$ cat config.mk
export PLATFORM = sky130hd
export DESIGN_NAME = wb_stage
export DESIGN_NICKNAME = d
export VERILOG_FILES = /design/src/rtl/wb_stage.sv
export SDC_FILE = /design/constraint.sdc
export NUM_CORES = 1
export LEC_CHECK = 0
export CORE_AREA = 5 5 216 218
export CTS_BUF_LIST = sky130_fd_sc_hd__clkbuf_16
export DETAILED_ROUTE_END_ITERATION = 16
export DIE_AREA = 0 0 221 223
export HOLD_SLACK_MARGIN = 0.15
export PLACE_DENSITY = 0.54
export SLEW_MARGIN = 20
export SYNTH_ARGS = -nofsm -noshare
export SYNTH_HDL_FRONTEND = slang
export SYNTH_SLANG_ARGS = --single-unit
$ cat constraint.sdc
create_clock -name clk -period 5.4 [get_ports clk]
set_clock_uncertainty 0.1 [all_clocks]
set_input_delay 1.08 -clock clk [delete_from_list [all_inputs] [get_ports clk]]
set_output_delay 1.08 -clock clk [all_outputs]
set_load 0.02 [all_outputs]
$ cat src/rtl/wb_stage.sv
// Writeback stage: retires one instruction per cycle from the memory stage.
// It writes the GPR file, drives CP0 and TLB command strobes, raises the
// pipeline flush with its redirect PC, and drives the debug trace port.
// All side effects are suppressed while reset is asserted, so an
// instruction caught in WS by a reset never writes anything.
module wb_stage #(
    parameter int          MS_TO_WS_BUS_WD = 162,
    parameter logic [31:0] EXC_ENTRY       = 32'hBFC00380
) (
    input  logic                       clk,
    input  logic                       reset,
    input  logic                       ms_to_ws_valid,
    input  logic [MS_TO_WS_BUS_WD-1:0] ms_to_ws_bus,
    output logic                       ws_allowin,
    output logic [40:0]                ws_to_rf_bus,
    output logic [9:0]                 stall_ws_bus,
    output logic [32:0]                forward_ws_bus,
    output logic                       flush,
    output logic [31:0]                flush_pc,
    output logic                       cp0_wen,
    output logic [7:0]                 cp0_addr,
    output logic [31:0]                cp0_wdata,
    input  logic [31:0]                cp0_rdata,
    input  logic [31:0]                cp0_epc,
    output logic                       wb_exc,
    output logic [4:0]                 wb_exccode,
    output logic                       wb_bd,
    output logic [31:0]                wb_pc,
    output logic [31:0]                wb_badvaddr,
    output logic                       wb_eret,
    output logic                       tlbr_we,
    output logic                       tlbwi_we,
    output logic                       tlbp_we,
    output logic [31:0]                tlbp_index,
    output logic [31:0]                debug_wb_pc,
    output logic [3:0]                 debug_wb_rf_wen,
    output logic [4:0]                 debug_wb_rf_wnum,
    output logic [31:0]                debug_wb_rf_wdata
);

    logic                       r_ws_valid;
    logic [MS_TO_WS_BUS_WD-1:0] r_ws_bus;

    logic [31:0] w_tlbp_index;
    logic        w_entryhi_wen;
    logic        w_tlbr;
    logic        w_tlbwi;
    logic        w_tlbp;
    logic [31:0] w_badvaddr;
    logic        w_bd;
    logic        w_exc;
    logic [7:0]  w_exc_type;
    logic        w_eret;
    logic        w_cp0_wen;
    logic        w_res_from_cp0;
    logic [7:0]  w_cp0_addr;
    logic [3:0]  w_gr_we;
    logic [4:0]  w_dest;
    logic [31:0] w_result;
    logic [31:0] w_pc;

    logic        w_live;
    logic        w_commit;
    logic        w_flush;
    logic [3:0]  w_rf_we;
    logic [31:0] w_rf_wdata;
    logic [4:0]  w_exccode;
    logic [31:0] w_flush_pc;

    assign {w_tlbp_index, w_entryhi_wen, w_tlbr, w_tlbwi, w_tlbp,
            w_badvaddr, w_bd, w_exc, w_exc_type, w_eret, w_cp0_wen,
            w_res_from_cp0, w_cp0_addr, w_gr_we, w_dest, w_result, w_pc} = r_ws_bus;

    // WS never stalls.
    assign ws_allowin = 1'b1;

    // A held reset kills the resident instruction in the same cycle.
    assign w_live   = r_ws_valid & ~reset;
    assign w_commit = w_live & ~w_exc;
    assign w_flush  = w_live & (w_exc | w_eret | w_tlbr | w_tlbwi | w_entryhi_wen);

    // Valid bit: cleared by reset or by our own flush, otherwise follows MS.
    always_ff @(posedge clk) begin
        if (reset) begin
            r_ws_valid <= 1'b0;
        end else if (w_flush) begin
            r_ws_valid <= 1'b0;
        end else begin
            r_ws_valid <= ms_to_ws_valid;
        end
    end

    // Bundle register: only a surviving valid instruction is captured.
    always_ff @(posedge clk) begin
        if (ms_to_ws_valid && !w_flush) begin
            r_ws_bus <= ms_to_ws_bus;
        end
    end

    assign w_rf_we    = {4{w_commit}} & w_gr_we;
    assign w_rf_wdata = w_res_from_cp0 ? cp0_rdata : w_result;

    // ExcCode: the highest set exc_type bit wins; an empty type is reserved.
    always_comb begin
        w_exccode = 5'h1F;
        if (w_exc_type[7]) begin
            w_exccode = 5'h00;
        end else if (w_exc_type[6] || w_exc_type[5]) begin
            w_exccode = 5'h04;
        end else if (w_exc_type[4]) begin
            w_exccode = 5'h05;
        end else if (w_exc_type[3]) begin
            w_exccode = 5'h08;
        end else if (w_exc_type[2]) begin
            w_exccode = 5'h09;
        end else if (w_exc_type[1]) begin
            w_exccode = 5'h0A;
        end else if (w_exc_type[0]) begin
            w_exccode = 5'h0C;
        end
    end

    // Redirect target: exception vector, then EPC, then refetch of pc+4.
    always_comb begin
        w_flush_pc = w_pc + 32'd4;
        if (w_exc) begin
            w_flush_pc = EXC_ENTRY;
        end else if (w_eret) begin
            w_flush_pc = cp0_epc;
        end
    end

    assign ws_to_rf_bus   = {w_rf_we, w_dest, w_rf_wdata};
    assign stall_ws_bus   = {w_live & (|w_gr_we), w_gr_we & {4{w_live}}, w_dest};
    assign forward_ws_bus = {w_live & ~w_exc & (|w_gr_we), w_rf_wdata};

    assign flush    = w_flush;
    assign flush_pc = w_flush_pc;

    assign cp0_wen   = w_commit & w_cp0_wen;
    assign cp0_addr  = w_cp0_addr;
    assign cp0_wdata = w_result;

    assign wb_exc      = w_live & w_exc;
    assign wb_exccode  = w_exccode;
    assign wb_bd       = w_bd;
    assign wb_pc       = w_pc;
    assign wb_badvaddr = w_badvaddr;
    assign wb_eret     = w_commit & w_eret;

    assign tlbr_we    = w_commit & w_tlbr;
    assign tlbwi_we   = w_commit & w_tlbwi;
    assign tlbp_we    = w_commit & w_tlbp;
    assign tlbp_index = w_tlbp_index;

    assign debug_wb_pc       = w_pc;
    assign debug_wb_rf_wen   = w_rf_we;
    assign debug_wb_rf_wnum  = w_dest;
    assign debug_wb_rf_wdata = w_rf_wdata;

endmodule

# Word-level counts from Yosys, hierarchy flattened

Cells that the tools add are included.

$add $sub $neg: 1
Bitwise logic cells: 19
Reductions and logical operators: 5
Mux-type cells: 10

Operator list:

| operator                                                         | number |
|---|---|
| 32-bit 2-to-1 mux                                                | 3 |
| 5-bit 2-to-1 mux                                                 | 7 |
| 32-bit by 3-bit adder with 32-bit output (second input constant) | 1 |
| 1-bit AND                                                        | 11 |
| 4-bit AND                                                        | 2 |
| 1-bit OR                                                         | 4 |
| 4-bit OR reduction                                               | 1 |
| 1-bit inverter                                                   | 2 |
| 2-bit OR reduction                                               | 1 |
| 1-bit logical AND                                                | 1 |
| 1-bit zero test                                                  | 1 |
| 1-bit logical OR                                                 | 1 |

Flip-flop bits (word level): 163
Logic and storage cells: 37

# Logic depth before layout (Yosys ltp)

Depth in word-level cells: 7
Depth in mapped cells: 5

# Least setup slack after synthesis

No wires, ideal clock.

Path kind: input to register
Start: input reset
End: register r_ws_bus[0] (enable)
Cell stages on the path: 3
Path buffers: 0
Setup time: 542 ps
Setup slack: -232 ps
Arrival time: 4990 ps
Required time: 4758 ps
Cell sequence: nor2b_1 -> o21ai_0 -> and2_1

Cells in the longest elaborated chain, start to end: 5

RTL lines:

| item                   | RTL line | source |
|---|---|---|
| start: declaration     | 11       | `input logic reset,` |
| 1-bit inverter         | 78       | `assign w_live = r_ws_valid & ~reset;` |
| 1-bit AND              | 78       |  |
| 1-bit AND              | 80       | `assign w_flush = w_live & (w_exc \| w_eret \| w_tlbr \| w_tlbwi \| w_entryhi_wen);` |
| 1-bit zero test        | 95       | `if (ms_to_ws_valid && !w_flush) begin` |
| 1-bit logical AND      | 95       |  |
| end signal: assignment | 96       | `r_ws_bus <= ms_to_ws_bus;` |
| end: declaration       | 42       | `logic [MS_TO_WS_BUS_WD-1:0] r_ws_bus;` |

Every way passes these cells.
A chain may end at the register's enable or synchronous reset.

# Worst setup path after layout

Start: register r_ws_bus[2]
End: output flush_pc[30]

Cells in the longest elaborated chain, start to end: 3

RTL lines:

| item                                     | RTL line | source |
|---|---|---|
| 32-bit by 3-bit adder with 32-bit output | 125      | `w_flush_pc = w_pc + 32'd4;` |
| 32-bit 2-to-1 mux                        | 128      | `end else if (w_eret) begin` |
| 32-bit 2-to-1 mux                        | 126      | `if (w_exc) begin` |
| end: declaration                         | 19       | `output logic [31:0] flush_pc,` |

Every way passes these cells.

==> results.py <==
metrics = {
    "synthesis": {
        "ys_seq_elements": 163,
        "yosysUniqueCellTypes": 47,
        "muxShareOfSynthArea": 0.0458,
        "syn-num-nets": 906,
        "yosysSeqAreaShare": 0.573,
        "synth_flop_cell": "edfxtp_1",
        "synth_compound_area_frac": 0.0462,
        "synthXorXnorAreaFrac": 0.0103,
        "synthArstFlopShare": 0,
        "synthAdderAreaFrac": 0.00147,
        "avgSynthCellArea_um2": 12.6,
        "synth_top_family_by_area": "buffers and inverters",
        "yosys_warnings": 0,
        "synth_edf_count": 162,
        "synthesis.instances": 676,
        "synthSimpleGateAreaFrac": 0.0899,
        "synth_area_um2": 8530,
    },
    "pwr": {
        "combPwrFrac": 0.229,
        "p_seq_frac": 0.409,
        "pwr_density_cell_nw_per_um2": 275,
        "max-vdd-ir-drop_mv": 0.303,
        "leakagePower_nw": 4.64,
        "p_sw_frac": 0.288,
        "p_int_mw": 2.68,
        "power_switching_mw": 1.08,
        "clockPowerShare": 0.362,
    },
    "setup_path": {
        "crit_fanout": 8,
        "slowest_delay_ns": 0.67,
        "reg2reg_slack_ns": 2.09,
        "worstSetupPathType": "reg -> out",
        "startpoint": "r_ws_bus[2]",
        "cpMaxStageDelayCell": "clkdlybuf4s50_1",
        "setup.worst_path.start_class": "register",
        "cp_cell_sequence": "ha_1, and2_1, nand3_1, or4_1, a311oi_1, clkdlybuf4s50_1",
        "worstPathArrival_ns": 3.26,
        "cp.required_ns": 4.22,
        "crit-reg2reg-launch": "r_ws_bus[83]",
        "cp-end-kind": "output pin",
    },
    "placed_design": {
        "dpl.hpwl_um": 27300,
        "gp_congestion": 0.815,
        "dp_slack_ns": 0.935,
        "port_buffers": 566,
        "place_area_um2": 13100,
    },
    "finish": {
        "diodes": 0,
        "final_common_cell": "clkdlybuf4s50_1",
        "fillers": 4594,
        "syn_to_final_growth_pct": 60.6,
        "nNetsFinal": 1228,
        "final_area_um2": 13700,
        "drive_above_1_share": 0.0781,
        "fin_util": 0.306,
        "final_cell_mix": "clkdlybuf4s50_1, edfxtp_1, nor2_1, mux2_2, clkbuf_16",
    },
    "global_route": {
        "grt_pass1_vias": 6758,
        "grt_antenna_before_repair": 3,
        "grtUsageTotal": 0.131,
        "gr-total-overflow": 0,
        "grt_max_degree": 107,
        "grt_pass1_wl_um": 47400,
    },
    "sta": {
        "hold_viol_final": 0,
        "finalCritPeriodShare": 0.823,
        "worst_pin_slew_ns": 1.01,
        "fmax_ghz": 0.225,
        "rsz0062_at_grt": "false",
        "period_minus_slack_ns": 4.44,
        "fin_setup_tns_ns": 0,
        "whs_ns": 1.05,
        "slew_headroom": 0.321,
        "drv_slew": 0,
        "layout_setup_ws_ns": 0.956,
        "setup_viol": 0,
    },
    "floorplan": {
        "num_io_pins": 568,
        "die_w_um": 221,
        "rows": 78,
        "dieArea_um2": 49300,
        "start_util": 0.191,
        "coreArea_um2": 44700,
        "die_y_um": 223,
    },
    "route": {
        "dr.pass1.iters": 4,
        "viasPerCell": 3.84,
        "wirelength_um": 33300,
        "vias": 6180,
        "postRouteAntennaNets": 0,
        "drc_errors": 0,
        "drtIter0Drc": 327,
        "routedWlPerCell_um": 20.7,
    },
    "cts": {
        "cts_tree": "yes",
        "cts_root_buffer": "clkbuf_16",
        "clk_latency_ns": 0.48,
        "ctsResizeCount": 0,
        "cts.sinks": 163,
        "post_cts_buffers": 0,
        "htreeDepth": 4,
        "cts_made_buffers": 17,
        "clkTransAtPathRegs_ns": 0.08,
        "cts_hold_buf": 0,
        "cts_max_path_buffers": 2,
    },
    "outcome": {
        "status": "finished clean",
    },
    "hold_path": {
        "hold_start": "ms_to_ws_bus[159]",
        "min_path_type": "in -> reg",
    },
    "flow_run": {
        "maxCapViolCount": 0,
    },
}
state kept, by name, summed over array words and instances, names as in the netlist:
name,flops
r_ws_bus,162
r_ws_valid,1
per-stage QoR:
step / power, mW / std cells
final: 3.77 / 1611
after global routing: 3.93 / 1611
after CTS: 3.84 / 1611
after detailed placement: 2.44 / 1579
after global placement: 2.44 / 1579
after floorplan: 2.04 / 676
layout make-up:
cell class                      instances  area [µm²]  share of cell area
Tap cell                              600         751              0.0548
Sequential cell                       163        4880               0.357
Inverter                                5        18.8             0.00137
Clock inverter                         15         219              0.0160
Multi-Input combinational cell        237        1660               0.121
Timing Repair Buffer                  574        5740               0.419
Clock buffer                           17         425              0.0311
critical path: cells and delay by family (launching register included):
family,cells,cell delay [ns]
adder cells (fa/ha/maj),1,0.30
buffers and inverters,1,0.67
AO/OA/AOI/OAI,1,0.27
flip-flops,1,0.43
AND/OR/NAND/NOR,3,1.12
cells in the mapped netlist, types with 8 or more instances:
cell	count	area (µm²)
a211oi_1	8	60.1
a311oi_1	10	87.6
and2_1	17	106
buf_4	252	1890
clkbuf_1	12	45.0
edfxtp_1	162	4860
mux2_2	32	360
nand2_1	14	52.6
nand3_1	9	45.0
nand4_1	8	50.1
nor2_1	34	128
nor3_1	12	60.1
nor4_1	9	56.3
or4_1	9	67.6
logic make-up after synthesis:
group,count (synthesis)
xor gates and xnor gates,10
muxes,35
AOI/OAI and AO/OA,53
other,1
DFF,163
adders and majority gates,1
buffers and inverters,276
and+or+nand+nor,137
layer usage:
metal  track usage  routed length (µm)  up-vias
met1         0.138               12300     2969
li1              -                   -     2826
met2         0.224               16700      343
met5             0                  34        -
met4        0.0378                 585        4
met3        0.0741                3640       38
power by group through the flow:
stage / combinational, mW / sequential [mW] / clock (mW)
after CTS: 0.875 / 1.55 / 1.42
after detailed placement: 0.871 / 1.57 / 0
after global placement: 0.869 / 1.57 / 0
final: 0.861 / 1.54 / 1.36
after floorplan: 0.489 / 1.55 / 0
after global routing: 0.902 / 1.55 / 1.47
path summary, 6_finish.rpt:
check / endpoint / cells after the start
worst max-delay path: flush_pc[30] / 6
worst min-delay path: r_ws_bus[159] / 1
worst min register to register: r_ws_bus[19] / 2
worst max register to register: r_ws_bus[38] / 4
Power figures use the tool's default switching activity.
